**src/rtl/fetch_pc_unit.sv**
```systemverilog
// Fetch PC unit: one-outstanding imem requests, redirect drain, 1-entry slot.
// Optional MISALIGN_TRAP_EN adds a trap state for misaligned redirects.
module fetch_pc_unit #(
  parameter int unsigned BUS_DATA_WIDTH = 64,
  parameter int unsigned INSTR_WIDTH = 32,
  parameter logic [BUS_DATA_WIDTH-1:0] RESET_PC = '0
) (
  input  logic                      clk,
  input  logic                      reset_n,
  input  logic [BUS_DATA_WIDTH-1:0] inBta,
  input  logic                      inBranchTaken,
  input  logic                      inStall,
  output logic                      outImemReqValid,
  output logic [BUS_DATA_WIDTH-1:0] outImemAddr,
  input  logic                      inImemAck,
  input  logic [INSTR_WIDTH-1:0]    inImemData,
  output logic                      outValid,
  input  logic                      inReady,
  output logic [INSTR_WIDTH-1:0]    outInstr,
  output logic [BUS_DATA_WIDTH-1:0] outPc
`ifdef MISALIGN_TRAP_EN
  ,
  output logic                      outMisaligned
`endif
);

  typedef enum logic [2:0] {
    S_IDLE,
    S_REQ,
    S_HOLD,
    S_DRAIN
`ifdef MISALIGN_TRAP_EN
    ,
    S_TRAP
`endif
  } state_e;

  localparam logic [BUS_DATA_WIDTH-1:0] PC_STEP =
    BUS_DATA_WIDTH'(4);
  localparam logic [BUS_DATA_WIDTH-1:0] ALIGN_MASK =
    ~BUS_DATA_WIDTH'(3);

  state_e                    state_q;
  logic [BUS_DATA_WIDTH-1:0] pc_q;
  logic [BUS_DATA_WIDTH-1:0] drainPc_q;
  logic                      pending_q;
  logic                      valid_q;
  logic [INSTR_WIDTH-1:0]    instr_q;
  logic [BUS_DATA_WIDTH-1:0] slotPc_q;

  logic                      slotFree;
  logic                      req;
  logic                      ack;
  logic [BUS_DATA_WIDTH-1:0] btaAl;

  assign btaAl    = inBta & ALIGN_MASK;
  assign slotFree = ~valid_q | inReady;
  // A pending request is held regardless of stall, slot or redirect.
  assign req = pending_q |
               ((state_q == S_REQ) & ~inStall & slotFree);
  assign ack = req & inImemAck;

  assign outImemReqValid = req;
  assign outImemAddr     = req ? pc_q : '0;
  assign outValid        = valid_q;
  assign outInstr        = instr_q;
  assign outPc           = slotPc_q;

`ifdef MISALIGN_TRAP_EN
  logic misTgt;
  logic drainMis_q;

  assign misTgt        = |inBta[1:0];
  assign outMisaligned = (state_q == S_TRAP);
`endif

  always_ff @(posedge clk or negedge reset_n) begin
    if (!reset_n) begin
      state_q    <= S_IDLE;
      pc_q       <= RESET_PC;
      drainPc_q  <= '0;
      pending_q  <= 1'b0;
      valid_q    <= 1'b0;
      instr_q    <= '0;
      slotPc_q   <= '0;
`ifdef MISALIGN_TRAP_EN
      drainMis_q <= 1'b0;
`endif
    end else begin
      pending_q <= req & ~inImemAck;
      if (inBranchTaken) begin
        valid_q <= 1'b0;
        if (req && !inImemAck) begin
          drainPc_q <= btaAl;
          state_q   <= S_DRAIN;
`ifdef MISALIGN_TRAP_EN
          drainMis_q <= misTgt;
`endif
        end else begin
`ifdef MISALIGN_TRAP_EN
          if (misTgt) begin
            state_q <= S_TRAP;
          end else begin
            pc_q    <= btaAl;
            state_q <= S_REQ;
          end
`else
          pc_q    <= btaAl;
          state_q <= S_REQ;
`endif
        end
      end else begin
        if (ack && state_q != S_DRAIN) begin
          valid_q  <= 1'b1;
          instr_q  <= inImemData;
          slotPc_q <= pc_q;
          pc_q     <= pc_q + PC_STEP;
        end else if (inReady) begin
          valid_q <= 1'b0;
        end
        unique case (state_q)
          S_IDLE: state_q <= S_REQ;
          S_REQ: begin
            if (!req) state_q <= S_HOLD;
          end
          S_HOLD: begin
            if (!inStall && slotFree) state_q <= S_REQ;
          end
          S_DRAIN: begin
            if (ack) begin
`ifdef MISALIGN_TRAP_EN
              if (!drainMis_q) pc_q <= drainPc_q;
              state_q <= drainMis_q ? S_TRAP : S_REQ;
`else
              pc_q    <= drainPc_q;
              state_q <= S_REQ;
`endif
            end
          end
`ifdef MISALIGN_TRAP_EN
          S_TRAP: valid_q <= 1'b0;
`endif
          default: state_q <= S_IDLE;
        endcase
      end
    end
  end

endmodule

```
**config.mk**
```make
export PLATFORM = sky130hd
export DESIGN_NAME = fetch_pc_unit
export DESIGN_NICKNAME = d
export VERILOG_FILES = /design/src/rtl/fetch_pc_unit.sv
export SDC_FILE = /design/constraint.sdc
export NUM_CORES = 1
export LEC_CHECK = 0
export ABC_CLOCK_PERIOD_IN_PS = 3200
export CAP_MARGIN = 20
export CORE_ASPECT_RATIO = 0.9
export CORE_MARGIN = 10
export CORE_UTILIZATION = 35
export CTS_BUF_LIST = sky130_fd_sc_hd__clkbuf_16
export CTS_CLUSTER_SIZE = 16
export DETAILED_ROUTE_END_ITERATION = 12
export GPL_TIMING_DRIVEN = 0
export PLACE_DENSITY = 0.7
export SLEW_MARGIN = 10
export SYNTH_ARGS = -nofsm -noshare
export SYNTH_HDL_FRONTEND = slang
export SYNTH_SLANG_ARGS = --single-unit
```
**constraint.sdc**
```tcl
create_clock -name clk -period 3.2 [get_ports clk]
set_input_delay 0.8 -clock clk [delete_from_list [all_inputs] [get_ports clk]]
set_output_delay 0.8 -clock clk [all_outputs]
set_load 0.03 [all_outputs]
```
Yosys cells after proc, flatten, opt, wreduce, memory -nomap -nowiden
Index checks and enable logic that the tools add are counted.
{"block": "op_classes", "reduce_logical": 10, "eq_ne": 8, "mux": 15, "addsub": 1, "bitwise": 10}
{"cell": "two-way mux 64 bit", "n": 6}
{"cell": "adder 64 x 3 -> 64 bit (second input constant)", "n": 1}
{"cell": "two-way mux 3 bit", "n": 4}
{"cell": "one-hot mux 3 bit (4 select lines)", "n": 1}
{"cell": "inequality test 3 bit (second input constant)", "n": 3}
{"cell": "equality test 3 x 2 -> 1 bit (second input constant)", "n": 2}
{"cell": "AND 1 bit", "n": 4}
{"cell": "inverter 1 bit", "n": 4}
{"cell": "AND reduction 2 bit", "n": 2}
{"cell": "equality test 3 x 1 -> 1 bit (second input constant)", "n": 1}
{"cell": "logical AND 1 bit", "n": 3}
{"cell": "logical NOT 3 bit", "n": 1}
{"cell": "two-way mux 1 bit", "n": 3}
{"cell": "inequality test 3 x 2 -> 1 bit (second input constant)", "n": 1}
{"cell": "AND reduction 3 bit", "n": 1}
{"cell": "nonzero test 3 bit", "n": 1}
{"cell": "logical NOT 1 bit", "n": 2}
{"cell": "two-way mux 2 bit", "n": 1}
{"cell": "inequality test 2 bit (second input constant)", "n": 1}
{"cell": "OR 1 bit", "n": 2}
{"block": "word_totals", "word_cells": 51, "out_inout_bits": 162, "in_bits": 102, "regBits": 227}

Depth between registers and ports, before layout
Gate-level depths: netlist of run 1.
{"block": "logic_depth", "ltp_word": 10, "ltp_mapped": 10, "depth_no_buf": 8}

Worst setup path after synthesis of run 1
Ideal clock, no wire load.
{"block": "synth_path", "kind": "input-to-output", "startpoint": "input port inReady", "endpoint": "output port outImemAddr[53]", "path_buffers": 2, "stages": 6, "required_time_ns": 2.400, "slack_ns": 0.108, "arrival_time_ns": 2.292, "cell_sequence": "nor2b_1 -> o31a_1 -> inv_1 -> clkbuf_1 -> clkbuf_1 -> and2_1"}
{"block": "synth_via", "elab_chain_cells": 4}
{"item": "from (decl)", "line": "18", "rtl": "input logic inReady,"}
{"item": "OR 1 bit", "line": "57", "rtl": "assign slotFree = ~valid_q | inReady;"}
{"item": "AND 1 bit", "line": "60", "rtl": "((state_q == S_REQ) & ~inStall & slotFree);"}
{"item": "OR 1 bit", "line": "59", "rtl": "assign req = pending_q |"}
{"item": "net outImemReqValid", "line": "13", "rtl": "output logic outImemReqValid,"}
{"item": "two-way mux 64 bit", "line": "64", "rtl": "assign outImemAddr = req ? pc_q : '0;"}
{"item": "to (decl)", "line": "14", "rtl": "output logic [BUS_DATA_WIDTH-1:0] outImemAddr,"}
The timed path passes the listed nets, and every way through them passes these cells.

Worst setup path after layout of run 1
{"block": "layout_path", "startpoint": "register state_q[1]", "endpoint": "output port outImemAddr[41]"}
{"block": "layout_via", "elab_chain_cells": 5}
{"item": "from (decl)", "line": "43", "rtl": "state_e state_q;"}
{"item": "from (signal assigned)", "line": "79", "rtl": "state_q <= S_IDLE;"}
{"item": "from (signal assigned)", "line": "95", "rtl": "state_q <= S_DRAIN;"}
{"item": "from (signal assigned)", "line": "109", "rtl": "state_q <= S_REQ;"}
{"item": "equality test 3 x 1 -> 1 bit", "line": "60"}
{"item": "AND 1 bit (2 in series)", "line": "60"}
{"item": "OR 1 bit", "line": "59"}
{"item": "two-way mux 64 bit", "line": "64"}
No other way between the ends.

==> results.ini, run 1 <==
[global_route]
antenna_found_initial=10
overflow=0
grtUsageTotal_pct=19.6
grt_start_max_net_pins=95
grt_pass1_vias=9828
grt_pass1_wl_um=61600

[drt]
vias_per_cell=5.53
drcViolationCount=0
ant_nets=0
drtIter0Drc=789
wirelength_um=41000
wl_per_cell_um=23.2
dr.pass1.iters=5
vias=9782

[critical_path]
crit-reg2reg-launch=state_q[0]$_DFFE_PN0P_
r2r_end=pc_q[39]$_DFFE_PN0P_
cp_num_buf_inv=5
cp-end-kind=output pin
cp.arrival_ns=2.36
crit_fanout=10
critical_path_required_ns=2.40
crit_chain=nand2b_4 -> o31a_1 -> inv_2 -> buf_8 -> clkbuf_16 -> clkbuf_16 -> and2_1 -> buf_6
slowest_delay_ns=0.42
crit_top_cell=clkbuf_16
crit_family=buffers and inverters
cp_slowest_cell=dfrtp_1
regToRegSetupSlack_ns=0.19
worst_r2r_path_depth=7
start_kind=flop
worstSetupPathType=reg -> out

[clock_tree]
root_buffer=clkbuf_16
cts_tree=yes
clk_path_buf_depth=3
postCtsHoldBufs=0
cts_buffers=26
clkSinkCount=222
clk_pin_slew_ns=0.06
htreeDepth=1
clkLatencyLatePin_ns=0.54

[finish]
regArea_mm2=0.00556
fin_nets=1430
drive_above_1_share_pct=24.8
synthToLayoutAreaGrowth_pct=35.7
fillCellCount=2950
post-route-cell-area_mm2=0.0154
multi_input_area_mm2=0.00539

[logic_synthesis]
syn_avg_cell_area_um2=11.0
synth-simple-area-share_pct=15.7
async_flop_share_pct=100
synth-xor-area-share_pct=3.25
synth_ff_type=dfrtp_1
ys_types=65
synthMuxAreaShare_pct=19.4
yosys.area_share.adder_pct=0.110
syn_inst=1027
yosysSeqAreaShare_pct=49.0
ys_ff_latch=222
yosys_warnings=0
synth_edf_count=0
synth_top_family_by_area=multiplexers
synth_compound_area_share_pct=8.75
syn_area_mm2=0.0113

[pwr]
p_clk_share_pct=22.0
p_int_mw=7.84
powerDensity_mw_per_mm2=827
peakVddDrop_mv=0.497
p_total_mw=12.7
combPwrFrac_pct=42.0
p_seq_share_pct=35.9
swShare_pct=38.3
p_leak_nw=6.36
p_switching_mw=4.88

[floorplan]
rows=62
core_area_mm2=0.0320
fp.dieW_um=210
start_util_pct=35.4
die_area_mm2=0.0400
die_height_um=191
ios=264

[timing]
hold_viol=0
hold_slack_ns=0.300
fmax_mhz=316
worstMarginPinSlew_ns=0.863
slew_violations=0
finalSetupViolCount=0
fin_setup_tns_ns=0
fin_skew_ns=0.0142
period_minus_slack_ns=3.16
fin_crit_sh_pct=98.8
max_slew_margin_pct=42.5

[placement]
dpl.hpwl_um=29600
io_buffers=255
place_area_mm2=0.0145
gp_congestion=0.895

[run_status]
status=finished clean

[job]
max_cap_viol_count=0

[min_path]
min_path_type=in -> async

## layout make-up
class | count | share of cell area (%)
Multi-Input combinational cell | 710 | 35.1
Clock inverter | 20 | 0.724
Sequential cell | 222 | 36.1
Tap cell | 416 | 3.39
Clock buffer | 27 | 4.40
Timing Repair Buffer | 269 | 16.8
Inverter | 19 | 0.464
Buffer | 79 | 2.83
Antenna cell | 7 | 0.114
## per-stage QoR
step,utilization [%],setup slack [ns],cells
after detailed placement,45.3,-1.93,1703
after global placement,45.1,-8.53,1701
final,48.1,0.0382,1769
after CTS,47.9,0.00835,1755
after global routing,48.1,-0.0123,1764
after floorplan,-,0.108,1030
## worst max path at each step
| stage | start | to | slack (ns) | cells past startpoint |
|---|---|---|---|---|
| 5_1_grt | state_q[1]$_DFFE_PN0P_ | outImemAddr[29] | -0.01 | 7 |
| 3_5_place_dp | inReady | outImemAddr[42] | -1.93 | 9 |
| 4_1_cts | inReady | outImemAddr[41] | 0.008 | 9 |
| 3_3_place_gp | reset_n | outPc[20]$_DFFE_PN0P_ | -8.53 | 1 |
| 6_report | state_q[1]$_DFFE_PN0P_ | outImemAddr[41] | 0.04 | 8 |
| 2_1_floorplan | inReady | outImemAddr[53] | 0.11 | 6 |
## registers in the layout, indices dropped and copies added (netlist names)
| register | cells |
|---|---|
| outPc | 62 |
| pending_q | 1 |
| pc_q | 62 |
| outValid | 1 |
| outInstr | 32 |
| state_q | 2 |
| drainPc_q | 62 |
## layout by cell type (no fill, tap or decap), types with 7 or more instances in the layout
cell type and instances:
a221oi_1 17, nand3_1 26, nand4_1 17, mux2_2 157
and3_1 13, nand2_1 66, mux2i_1 43, and2_1 56
clkinv_1 7, xor2_1 10, nor2_1 50, o21ai_0 21
a211oi_1 8, buf_4 21, o22ai_1 13, clkdlybuf4s15_2 25
clkbuf_1 36, nor3_1 30, o221ai_1 14, clkdlybuf4s50_1 189
diode_2 7, buf_1 7, nor4_1 22, buf_2 45
a21oi_1 31, clkbuf_16 29, dfrtp_1 221, xnor2_1 32
inv_1 25
## Yosys cell counts (4+ instances only)
| master | n | area (um2) |
|---|---|---|
| nand4_1 | 17 | 106 |
| nor4_4 | 4 | 85.1 |
| nand3_1 | 26 | 130 |
| nor2_1 | 55 | 206 |
| or4_1 | 4 | 30.0 |
| nand2b_1 | 4 | 25.0 |
| and3_1 | 13 | 81.3 |
| o31a_1 | 4 | 35.0 |
| dfrtp_1 | 222 | 5560 |
| a211oi_1 | 8 | 60.1 |
| nor3_1 | 30 | 150 |
| a221o_1 | 4 | 40.0 |
| buf_4 | 4 | 30.0 |
| o21ai_0 | 21 | 105 |
| nor4_1 | 22 | 138 |
| clkbuf_1 | 46 | 173 |
| inv_1 | 18 | 67.6 |
| a31oi_1 | 5 | 31.3 |
| buf_2 | 20 | 100 |
| nand2_1 | 66 | 248 |
| and2_1 | 56 | 350 |
| xor2_1 | 10 | 87.6 |
| a221oi_1 | 17 | 149 |
| o22ai_1 | 13 | 81.3 |
| o221ai_1 | 14 | 123 |
| buf_1 | 7 | 26.3 |
| a21oi_1 | 31 | 155 |
| xnor2_1 | 32 | 280 |
| mux2_2 | 157 | 1770 |
| mux2i_1 | 43 | 430 |
## timing repair
| action | in CTS | in global routing |
|---|---|---|
| pin swaps | 1 | 2 |
| setup buffers | 4 | 6 |
| gates resized for setup | 291 | 21 |
| gates cloned | 1 | 0 |
| endpoints found under the setup margin | 127 | 99 |
## power by group through the flow
stage | Sequential (mW) | Combinational (mW) | Clock (mW)
2_1_floorplan | 5.57 | 2.01 | 0
3_3_place_gp | 4.55 | 5.30 | 0
3_5_place_dp | 4.60 | 5.37 | 0
4_1_cts | 4.57 | 5.38 | 2.86
5_1_grt | 4.72 | 5.65 | 2.97
6_report | 4.57 | 5.35 | 2.80
## worst register-to-register path, stage by stage, from the launching register on
cell and delay (ns):
dfrtp_2 0.44, and2_1 0.14, clkbuf_1 0.31, nand3_1 0.56
nand2_1 0.31, clkbuf_1 0.54, clkbuf_2 0.38, o221ai_1 0.15
## cells by family after synthesis
kind of cell	Yosys count
compound gates	141
xor+xnor	42
fa+ha+maj	1
buf+inv	98
flops	222
mux	200
other cells	1
simple gates	322
## metal layers
metal  routed length (um)  up-vias  GRT usage [%]
met3                 4150       93           5.93
met4                 1130        2           5.61
met5                   11        -              0
li1                     -     4330              -
met1                17000     4857           25.4
met2                18700      500           31.1
No activity file was read; power rests on OpenSTA's default activity.
==> run 2, diff against run 1 <==
- GPL_ROUTABILITY_DRIVEN: unset -> 0
==> results of run 2 <==
Final layout, timing and power as in run 1 (identical DEF).
